**src/rtl/sos_ctrl_pkg.sv**
```systemverilog
// Shared state encoding, section handshake timing and helpers for the
// filter_sos cascade sequencer.
package sos_ctrl_pkg;

  typedef enum logic [2:0] {
    IDLE = 3'd0,
    SEL  = 3'd1,
    TRIG = 3'd2,
    WAIT = 3'd3,
    CAPT = 3'd4,
    OUT  = 3'd5
  } ctrl_state_t;

  // filter_sos handshake: done rises DONE_DELAY cycles after trig and stays DONE_LEN cycles
  localparam int DONE_DELAY = 2;
  localparam int DONE_LEN   = 2;

  function automatic int clog2(input int value);
    int width;
    width = 0;
    for (int i = 0; i < 31; i++) begin
      if ((1 << i) < value) width = i + 1;
    end
    return width;
  endfunction

endpackage

```
**src/rtl/sos_watchdog.sv**
```systemverilog
// Per-stage completion watchdog: counts enabled cycles since the last clear
// and flags the cycle in which the TIMEOUT-th enabled cycle occurs.
module sos_watchdog #(
  parameter int TIMEOUT = 15
) (
  input  logic clk,
  input  logic reset_n,
  input  logic clear,
  input  logic enable,
  output logic expire
);

  logic [7:0] count;

  always_ff @(posedge clk or negedge reset_n) begin
    if (!reset_n) begin
      count <= '0;
    end else if (clear) begin
      count <= '0;
    end else if (enable) begin
      count <= count + 8'd1;
    end
  end

  assign expire = enable && (count == 8'(TIMEOUT - 1));

endmodule

```
**src/rtl/sos_cascade_ctrl.sv**
```systemverilog
// Sequencer running one sample through NUM_STAGES filter_sos sections in series,
// with per-stage bypass, overrun detection and a completion watchdog.
module sos_cascade_ctrl #(
  parameter int NUM_STAGES = 4,
  parameter int DATA_SIZE  = 24,
  parameter int TIMEOUT    = 15
) (
  input  logic                            clk,
  input  logic                            reset_n,
  input  logic                            in_valid,
  output logic                            in_ready,
  input  logic [DATA_SIZE-1:0]            in_data,
  input  logic [NUM_STAGES-1:0]           bypass_mask,
  output logic [NUM_STAGES-1:0]           stage_trig,
  output logic [DATA_SIZE-1:0]            stage_din,
  input  logic [NUM_STAGES-1:0]           stage_done,
  input  logic [NUM_STAGES*DATA_SIZE-1:0] stage_dout,
  output logic                            out_valid,
  output logic [DATA_SIZE-1:0]            out_data,
  output logic                            overrun,
  output logic                            timeout_err,
  input  logic                            err_clr
);
  import sos_ctrl_pkg::*;

  localparam int IDX_W = clog2(NUM_STAGES + 1);
  localparam logic [IDX_W-1:0] LAST_IDX = IDX_W'(NUM_STAGES);

  ctrl_state_t state, next_state;

  logic [DATA_SIZE-1:0]  work_reg;
  logic [NUM_STAGES-1:0] mask;
  logic [IDX_W-1:0]      idx;

  logic [NUM_STAGES-1:0] idx_onehot;
  logic [DATA_SIZE-1:0]  sel_dout;
  logic                  mask_sel;
  logic                  done_sel;
  logic                  at_last;

  logic accept;
  logic skip;
  logic capture;
  logic out_load;
  logic time_fail;
  logic wd_clear;
  logic wd_enable;
  logic wd_expire;

  sos_watchdog #(
    .TIMEOUT(TIMEOUT)
  ) u_watchdog (
    .clk    (clk),
    .reset_n(reset_n),
    .clear  (wd_clear),
    .enable (wd_enable),
    .expire (wd_expire)
  );

  // Decode idx once; done/dout of stages other than the selected one never reach the FSM
  always_comb begin
    idx_onehot = '0;
    sel_dout   = '0;
    for (int k = 0; k < NUM_STAGES; k++) begin
      if (idx == IDX_W'(k)) begin
        idx_onehot[k] = 1'b1;
        sel_dout      = stage_dout[k*DATA_SIZE +: DATA_SIZE];
      end
    end
    mask_sel = |(mask & idx_onehot);
    done_sel = |(stage_done & idx_onehot);
    at_last  = (idx == LAST_IDX);
  end

  always_ff @(posedge clk or negedge reset_n) begin
    if (!reset_n) begin
      state <= IDLE;
    end else begin
      state <= next_state;
    end
  end

  always_comb begin
    next_state = state;
    in_ready   = 1'b0;
    stage_trig = '0;
    accept     = 1'b0;
    skip       = 1'b0;
    capture    = 1'b0;
    out_load   = 1'b0;
    time_fail  = 1'b0;
    wd_clear   = 1'b0;
    wd_enable  = 1'b0;
    case (state)
      IDLE: begin
        in_ready = 1'b1;
        if (in_valid) begin
          accept     = 1'b1;
          next_state = SEL;
        end
      end
      SEL: begin
        if (at_last) begin
          // Result is registered on entry to OUT so out_valid coincides with the OUT cycle
          out_load   = 1'b1;
          next_state = OUT;
        end else if (mask_sel) begin
          skip = 1'b1;
        end else begin
          next_state = TRIG;
        end
      end
      TRIG: begin
        stage_trig = idx_onehot;
        wd_clear   = 1'b1;
        next_state = WAIT;
      end
      WAIT: begin
        if (done_sel) begin
          next_state = CAPT;
        end else begin
          wd_enable = 1'b1;
          if (wd_expire) begin
            time_fail  = 1'b1;
            next_state = IDLE;
          end
        end
      end
      CAPT: begin
        capture    = 1'b1;
        next_state = SEL;
      end
      OUT: begin
        next_state = IDLE;
      end
      default: begin
        next_state = IDLE;
      end
    endcase
  end

  always_ff @(posedge clk or negedge reset_n) begin
    if (!reset_n) begin
      work_reg <= '0;
      mask     <= '0;
      idx      <= '0;
    end else begin
      if (accept) begin
        work_reg <= in_data;
        mask     <= bypass_mask;
        idx      <= '0;
      end else if (capture) begin
        work_reg <= sel_dout;
        idx      <= idx + 1'b1;
      end else if (skip) begin
        idx <= idx + 1'b1;
      end
    end
  end

  assign stage_din = work_reg;

  always_ff @(posedge clk or negedge reset_n) begin
    if (!reset_n) begin
      out_valid <= 1'b0;
      out_data  <= '0;
    end else begin
      out_valid <= out_load;
      if (out_load) begin
        out_data <= work_reg;
      end
    end
  end

  // Sticky flags: a set condition in the same cycle as err_clr wins
  always_ff @(posedge clk or negedge reset_n) begin
    if (!reset_n) begin
      overrun     <= 1'b0;
      timeout_err <= 1'b0;
    end else begin
      if (in_valid && (state != IDLE)) begin
        overrun <= 1'b1;
      end else if (err_clr) begin
        overrun <= 1'b0;
      end
      if (time_fail) begin
        timeout_err <= 1'b1;
      end else if (err_clr) begin
        timeout_err <= 1'b0;
      end
    end
  end

endmodule

```
**config.mk**
```make
export PLATFORM = sky130hd
export DESIGN_NAME = sos_cascade_ctrl
export DESIGN_NICKNAME = d
export VERILOG_FILES = /design/src/rtl/sos_ctrl_pkg.sv /design/src/rtl/sos_watchdog.sv /design/src/rtl/sos_cascade_ctrl.sv
export SDC_FILE = /design/constraint.sdc
export NUM_CORES = 1
export LEC_CHECK = 0
export ABC_AREA = 0
export CORE_MARGIN = 5
export CORE_UTILIZATION = 30
export CTS_CLUSTER_SIZE = 10
export DETAILED_ROUTE_END_ITERATION = 8
export PLACE_DENSITY_LB_ADDON = 0.3
export SYNTH_ARGS = -nofsm -noshare
export SYNTH_HDL_FRONTEND = slang
export SYNTH_SLANG_ARGS = --single-unit
```
**constraint.sdc**
```tcl
create_clock -name clk -period 3.76 [get_ports clk]
set_input_delay 0.752 -clock clk [delete_from_list [all_inputs] [get_ports clk]]
set_output_delay 0.752 -clock clk [all_outputs]
set_load 0.01 [all_outputs]
```
==> results.toml, run 1 <==
[min_path]
hold_path_class = "register to register"

[finish]
fin_nets = 679
stdcell_count = 713
antenna_cells = 0
final_area_um2 = 6130
drive_gt1_share_pct = 11.0
syn2layout_area_growth_pct = 63.8

[synth]
netlist_top_cells_area = "dfrtp_1 (46%), a22oi_1 (9.6%), mux2_2 (8.7%)"
yosys_warnings = 0
synth_top_cells_by_count = "dfrtp_1 (69), a22oi_1 (48), mux2_2 (29), nor2_1 (26), nor2b_1 (25)"
synth_cell_types = 39
synth_top_cell_by_area = "dfrtp_1"
synthArstFlopShare_pct = 100
syn_inst = 362
syn-num-nets = 501
synth_edf_count = 0
ys.flop_type = "dfrtp_1"
yosysTopAreaCellShare_pct = 46.1
syn_area_um2 = 3740
ys_ff_latch = 69
syn_area_per_cell_um2 = 10.3
yosysSeqAreaShare_pct = 46.1
synth_most_common_cell = "dfrtp_1"

[placed_design]
port_buffers = 187
dp.cells = 697
placed_area_um2 = 5780
gp_congestion = 0.793
hpwl_um = 9880

[global_route]
antenna_found_initial = 0
grt-ovfl-total = 0
grt_use_total_pct = 18.3
grt_pass1_vias = 4040
grt_start_max_net_pins = 70
grt_pass1_wl_um = 21200

[pwr]
combinationalPowerShare_pct = 51.2
seqPwrFrac_pct = 27.9
swShare_pct = 36.5
netSwitchingPower_w = 0.00173
powerDensity_nw_per_um2 = 771
clock_power_share_pct = 20.8
power_leakage_nw = 2.48
p_int_w = 0.00300
p_total_w = 0.00473
peakVddDrop_uv = 479

[clock_tree]
cts.sink_count = 69
cts_setup_buffers = 0
clk_pin_slew_ns = 0.06
htree_levels = 3
cts_resized = 0
tritoncts = "yes"
clock_latency_ns = 0.34
cts_buffer_depth = 2
ctsHoldBuffers = 0
cts_buffers = 9
root_buffer = "clkbuf_16"

[floorplanning]
die_w_um = 122
fp.dieH_um = 122
ios = 188
dieArea_um2 = 14800
initial_core_util_pct = 30.9
core-area_um2 = 12100
rows = 40

[setup_path]
endpoint = "stage_trig[1]"
critPathLaunch = "idx[1]"
required_ns = 3.01
slowest_stage = "ha_1"
r2r_start = "idx[1]"
crit_buf_inv = 2
crit_fanout = 16
critPathArrivalTime_ns = 2.24
max_stage_delay_ns = 0.58
regToRegSetupSlack_ns = 1.20
start_kind = "register"
reg2reg_to = "u_watchdog.count[7]"
critPathKind = "register to output port"
cp-end-kind = "output port"
cp.depth = 4
crit_chain = "inv_1 > ha_1 > and3_1 > clkdlybuf4s50_1"
r2r_cells = 6
crit_family = "buffers and inverters"

[routing]
drt_iter0_drc = 186
postRouteAntennaNets = 0
drc = 0
firstDrtPassIters = 4
drt-total-wl_um = 13500
vias = 3702
vias_per_cell = 5.19
wl_per_cell_um = 19.0

[timing]
tns_ns = 0
setup_viol = 0
post-route-period-util_pct = 79.6
max_freq_mhz = 334
slew_viol_final = 0
rsz0062_at_grt = "no"
period_minus_slack_ns = 2.99
clock_skew_ns = 0.00527
finalHoldViolCount = 0
max_slew_margin_pct = 35.3
tightestPinTransition_ns = 0.968

[job]
maxCapViolCount = 0

[status]
status = "completed"
==> layer usage <==
| metal | vias to the layer above | track usage (%) | part of all wire [%] |
|---|---|---|---|
| met2 | 129 | 31.8 | 51 |
| li1 | 1725 | - | - |
| met1 | 1833 | 21.6 | 41 |
| met4 | 0 | 6.09 | 1.6 |
| met3 | 15 | 5.62 | 6.6 |
| met5 | - | 0 | 0 |
==> logic make-up after synthesis <==
group	Yosys count	share of synthesized area (%)
AO/OA/AOI/OAI	127	25.7
AND/OR/NAND/NOR	90	12.7
flip-flops	69	46.1
buffers and inverters	40	4.41
multiplexers	29	8.73
adder cells (fa/ha/maj)	7	2.34
==> worst min-delay path by stage <==
stage / startpoint / end / slack, ns / cells past startpoint
final: out_data[21] / out_data[21] / 0.50 / 1
after global routing: out_data[8] / out_data[8] / 0.52 / 1
after CTS: out_data[21] / out_data[21] / 0.51 / 1
after detailed placement: out_data[21] / out_data[21] / 0.49 / 1
after global placement: out_data[21] / out_data[21] / 0.49 / 1
after floorplan: reset_n / idx[0] / 0.46 / 0
==> registers in the layout, indices dropped and copies added (netlist names) <==
| register | count |
|---|---|
| out_valid | 1 |
| timeout_err | 1 |
| overrun | 1 |
| u_watchdog.count | 8 |
| mask | 4 |
| idx | 3 |
| stage_din | 24 |
| out_data | 24 |
| state | 3 |
==> per-stage QoR <==
step | hold slack, ns | setup WS, ns | utilization, %
6_report | 0.502 | 0.768 | 50.6
5_1_grt | 0.522 | 0.627 | 50.6
4_1_cts | 0.506 | 0.706 | 50.6
3_5_place_dp | 0.494 | 1.01 | 47.7
3_3_place_gp | 0.487 | 1.01 | 47.7
2_1_floorplan | 0.456 | 1.71 | -
==> layout by cell type, fill, tap and decap left out, types with 3 or more instances in the layout <==
cell type,count
mux2_2,29
nor2b_1,24
buf_4,10
and2_1,4
clkdlybuf4s50_1,186
a21oi_1,5
a22oi_1,48
inv_1,11
clkbuf_16,9
o31ai_1,4
bufinv_16,3
and3_1,3
nand3_1,6
o21ai_0,7
o21a_1,24
o41ai_1,24
nand2_1,9
or3_1,3
ha_1,7
nor2_1,26
dfrtp_1,69
==> power groups by stage <==
stage	registers (W)	clock network, W	logic, W
after floorplan	0.00138	0	0.00124
after global placement	0.00131	0	0.00240
after detailed placement	0.00133	0	0.00245
after CTS	0.00132	0.00101	0.00246
after global routing	0.00137	0.00104	0.00264
final	0.00132	0.000985	0.00242
==> cell type report <==
type,count,area [um2]
flip-flops and latches,69,1730
multi-input cells,253,1870
fillers,1142,5980
repair buffers,196,1940
inverters,11,41.3
clock inverters,6,110
clock buffers,10,239
well taps,168,210
(Power assumes the default switching activity.)
==> run 2, diff against run 1 <==
==> constraint.sdc (replaced) <==
create_clock -name clk -period 2.67 [get_ports clk]
set_input_delay 0.534 -clock clk [delete_from_list [all_inputs] [get_ports clk]]
set_output_delay 0.534 -clock clk [all_outputs]
set_load 0.01 [all_outputs]
==> run 2 against run 1 <==
Non-clock buffer count up 8; final area down 0.12%; first-iteration DRC count up 40%; global-route usage up 0.13 points; worst hold slack worse by 0.18 ns; final cell count up 0.84%; wire length up 1.1%; sequential power up 41%; total power up 36%; highest routed layer unchanged.
==> results.toml, run 2 (synthesis results as in run 1) <==
[finish]
mostFrequentLayoutCells = "clkdlybuf4s50_1 (186), dfrtp_1 (69), a22oi_1 (48), mux2_2 (29), nor2_1 (26)"
syn2layout_area_growth_pct = 63.6
antenna_cells = 0
drive_gt1_share_pct = 12.0
fillers = 1123
multi_input_area_um2 = 1870
final_area_um2 = 6120
fin_nets = 687
seqCellArea_um2 = 1730
final_common_cell = "clkdlybuf4s50_1"

[setup_path]
crit_chain = "nor3b_1 > buf_4 > and3_1 > clkdlybuf4s50_1"
max_stage_delay_ns = 0.54
crit_buf_inv = 2
required_ns = 2.14
crit_fanout = 10
r2r_start = "idx[1]"
slowest_stage = "clkdlybuf4s50_1"
critPathArrivalTime_ns = 1.98
cp-end-kind = "output port"
start_kind = "register"
critPathKind = "register to output port"
reg2reg_to = "stage_din[22]"
regToRegSetupSlack_ns = 0.46
crit_family = "buffers and inverters"
r2r_cells = 8

[clock_tree]
cts_buffer_depth = 2
cts_buffers = 9
ctsHoldBuffers = 0
cts.sink_count = 69
root_buffer = "clkbuf_16"
cts_setup_buffers = 0
clk_pin_slew_ns = 0.06
clock_latency_ns = 0.33
tritoncts = "yes"
htree_levels = 3

[placed_design]
gp_congestion = 0.837
hpwl_um = 9940
placed_area_um2 = 5850
port_buffers = 187

[routing]
drt_iter0_drc = 260
wl_per_cell_um = 19.0
drt-total-wl_um = 13700
postRouteAntennaNets = 0
drc = 0
firstDrtPassIters = 4
vias = 3751
vias_per_cell = 5.22

[pwr]
netSwitchingPower_w = 0.00243
p_int_w = 0.00402
seqPwrFrac_pct = 28.8
peakVddDrop_uv = 521
swShare_pct = 37.7
powerDensity_nw_per_um2 = 1050
power_leakage_nw = 2.49
clock_power_share_pct = 16.7
combinationalPowerShare_pct = 54.4

[global_route]
grt_start_max_net_pins = 70
grt-ovfl-total = 0
grt_use_total_pct = 18.5
grt_pass1_vias = 4038
grt_pass1_wl_um = 21200
antenna_found_initial = 0

[timing]
tightestPinTransition_ns = 0.867
max_freq_mhz = 398
rsz0062_at_grt = "no"
slew_viol_final = 0
tns_ns = 0
period_minus_slack_ns = 2.51
hold_slack_ns = 0.323
finalHoldViolCount = 0
setup_viol = 0
post-route-period-util_pct = 94.1
clock_skew_ns = 0.00572
max_slew_margin_pct = 42.2

[min_path]
hold_path_class = "primary input to async pin"

[floorplanning]
rows = 40
ios = 188
dieArea_um2 = 14800
initial_core_util_pct = 30.9
fp.dieH_um = 122
core-area_um2 = 12100
die_w_um = 122

[status]
status = "completed"

[job]
maxCapViolCount = 0
[run 2: changes by cell type in the layout (fill, tap and decap cells not counted)]
cell | before | now
clkinv_2 | 1 | 2
ha_2 | 0 | 1
ha_1 | 7 | 6
clkbuf_8 | 1 | 2
clkbuf_1 | 0 | 1
bufinv_16 | 3 | 0
buf_12 | 0 | 1
clkinvlp_4 | 2 | 0
buf_4 | 10 | 17
[run 2: final cells by class]
class                   count  share of cell area [%]
repair buffers            204                    32.8
multi-input cells         253                    30.5
flip-flops and latches     69                    28.2
clock buffers              12                    4.19
well taps                 168                    3.43
inverters                  11                   0.674
clock inverters             2                   0.163
[run 2: per-stage QoR]
stage / setup WS, ns / cells / utilization, % / total power, W
floorplan: 0.672 / 362 / - / 0.00369
global placement: 0.393 / 705 / 48.3 / 0.00533
detailed placement: 0.335 / 705 / 48.3 / 0.00539
CTS: 0.0592 / 719 / 50.5 / 0.00652
global route: 0.0733 / 719 / 50.5 / 0.00687
finish: 0.159 / 719 / 50.5 / 0.00644
[run 2: power groups by stage]
stage / registers (W) / clock network [W] / logic, W
3_5_place_dp: 0.00186 / 0 / 0.00353
5_1_grt: 0.00192 / 0.00115 / 0.00381
4_1_cts: 0.00185 / 0.00111 / 0.00355
3_3_place_gp: 0.00185 / 0 / 0.00348
6_report: 0.00186 / 0.00108 / 0.00351
2_1_floorplan: 0.00195 / 0 / 0.00174
[run 2: layer usage]
layer	wire [um]	global-route usage [%]
met5	0	0
met4	192	6.72
met3	952	4.55
met2	6820	30.9
met1	5690	23.2
[run 2: repair_timing]
action | 4_1_cts | 5_1_grt
hold endpoints to repair | 0 | 0
gates resized for setup | 0 | 1
endpoints found under the setup margin | 0 | 1
[run 2: worst max-delay path by stage]
stage / startpoint / to / depth (start not counted)
CTS: idx[0] / stage_trig[3] / 4
finish: state[1] / stage_trig[0] / 4
global placement: stage_done[0] / u_watchdog.count[5] / 6
detailed placement: stage_done[0] / u_watchdog.count[4] / 6
floorplan: idx[0] / u_watchdog.count[7] / 6
global route: state[1] / stage_trig[2] / 4
==> run 3, diff against run 2 <==
--- a/config.mk
+++ b/config.mk
@@ -11,6 +11,7 @@
 export CTS_CLUSTER_SIZE = 10
 export DETAILED_ROUTE_END_ITERATION = 8
 export PLACE_DENSITY_LB_ADDON = 0.3
+export SETUP_SLACK_MARGIN = 0.1
 export SYNTH_ARGS = -nofsm -noshare
 export SYNTH_HDL_FRONTEND = slang
 export SYNTH_SLANG_ARGS = --single-unit
==> run 3 against run 2 <==
Clock skew barely moved; worst hold slack barely moved; clock-buffer cell count did not move; global-route usage did not move; sequential share of layout area barely moved; largest power group unchanged; die area did not move.
==> results.toml, run 3 (synthesis results as in run 1) <==
[timing]
finalHoldViolCount = 0
setup_ws_ns = 0.196
tns_ns = 0
max_freq_mhz = 404
setup_viol = 0
hold_slack_ns = 0.323
tightestPinTransition_ns = 0.867
post-route-period-util_pct = 92.7
clock_skew_ns = 0.00586
max_slew_margin_pct = 42.2
period_minus_slack_ns = 2.47
rsz0062_at_grt = "no"
slew_viol_final = 0

[routing]
vias_per_cell = 5.21
vias = 3749
drt-total-wl_um = 13700
drc = 0
wl_per_cell_um = 19.0
drt_iter0_drc = 260
firstDrtPassIters = 4
postRouteAntennaNets = 0

[pwr]
p_total_w = 0.00645
peakVddDrop_uv = 521
seqPwrFrac_pct = 28.8
netSwitchingPower_w = 0.00243
swShare_pct = 37.7
power_leakage_nw = 2.49
clock_power_share_pct = 16.7
powerDensity_nw_per_um2 = 1050
p_int_w = 0.00402
combinationalPowerShare_pct = 54.4

[clock_tree]
cts_buffer_depth = 2
clk_pin_slew_ns = 0.05
tritoncts = "yes"
htree_levels = 3
clock_latency_ns = 0.33
cts_buffers = 9
ctsHoldBuffers = 0
cts.sink_count = 69
root_buffer = "clkbuf_16"

[placed_design]
hpwl_um = 9940
port_buffers = 187
gp_congestion = 0.837
dp_slack_ns = 0.335

[job]
maxCapViolCount = 0

[floorplanning]
ios = 188
fp.dieH_um = 122
dieArea_um2 = 14800
initial_core_util_pct = 30.9
rows = 40
core-area_um2 = 12100
die_w_um = 122

[setup_path]
required_ns = 2.14
critPathArrivalTime_ns = 1.94
r2r_cells = 8
max_stage_delay_ns = 0.54
critPathKind = "register to output port"
crit_fanout = 7
crit_chain = "inv_1 > ha_1 > and3_1 > clkdlybuf4s50_1"
r2r_start = "idx[1]"
slowest_stage = "clkdlybuf4s50_1"
regToRegSetupSlack_ns = 0.46
cp-end-kind = "output port"
reg2reg_to = "stage_din[22]"
start_kind = "register"

[min_path]
hold_path_class = "primary input to async pin"

[finish]
final_common_cell = "clkdlybuf4s50_1"
drive_gt1_share_pct = 12.3
antenna_cells = 0
mostFrequentLayoutCells = "clkdlybuf4s50_1 (186), dfrtp_1 (67), a22oi_1 (48), mux2_2 (29), nor2_1 (26)"
fillers = 1121
syn2layout_area_growth_pct = 63.7
fin_nets = 687

[global_route]
grt-ovfl-total = 0
grt_pass1_vias = 4038
grt_start_max_net_pins = 70
antenna_found_initial = 0
grt_use_total_pct = 18.5
grt_pass1_wl_um = 21200

[status]
status = "completed"
-- run 3: how the worst max path moves through the flow --
| stage | startpoint | to | slack (ns) | cells past startpoint |
|---|---|---|---|---|
| after floorplan | idx[0] | u_watchdog.count[7] | 0.67 | 6 |
| after global placement | stage_done[0] | u_watchdog.count[5] | 0.39 | 6 |
| after detailed placement | stage_done[0] | u_watchdog.count[4] | 0.33 | 6 |
| after CTS | state[1] | stage_trig[0] | 0.17 | 4 |
| after global routing | idx[2] | stage_trig[3] | 0.11 | 4 |
| final | idx[0] | stage_trig[0] | 0.20 | 4 |
-- run 3: routing by layer --
metal	share of wire, %	track usage [%]
met5	0	0
met3	7.0	4.55
met2	50	30.9
met1	42	23.2
met4	1.4	6.72
-- run 3: worst max-delay path, delay by kind of cell (launching register included) --
| family | cells | cell delay, ns |
|---|---|---|
| buf+inv | 2 | 0.64 |
| flops | 1 | 0.42 |
| fa+ha+maj | 1 | 0.32 |
| simple gates | 1 | 0.23 |
-- run 3: area by class of cell --
cell class	count	area [um2]	share of cell area, %
timing repair buffer	204	2010	32.8
multi-input combinational	253	1870	30.5
sequential	69	1730	28.2
clock buffer	12	256	4.19
tap	168	210	3.43
inverter	11	41.3	0.674
clock inverter	2	10.0	0.163
-- run 3: power groups by stage --
| stage | Clock (W) | Combinational [W] | Sequential [W] |
|---|---|---|---|
| 2_1_floorplan | 0 | 0.00174 | 0.00195 |
| 3_3_place_gp | 0 | 0.00348 | 0.00185 |
| 3_5_place_dp | 0 | 0.00353 | 0.00186 |
| 4_1_cts | 0.00111 | 0.00356 | 0.00185 |
| 5_1_grt | 0.00115 | 0.00381 | 0.00192 |
| 6_report | 0.00108 | 0.00351 | 0.00186 |
-- run 3: per-stage QoR --
step                util [%]  std cells  cell area (um2)
floorplan                  -        362             3740
global placement        48.3        705             5850
detailed placement      48.3        705             5850
CTS                     50.5        719             6120
global route            50.6        719             6120
finish                  50.6        719             6120
-- run 3: timing repair --
action / in CTS / in global routing
setup buffers: 0 / 0
endpoints found under the setup margin: 1 / 3
resized for setup: 1 / 2
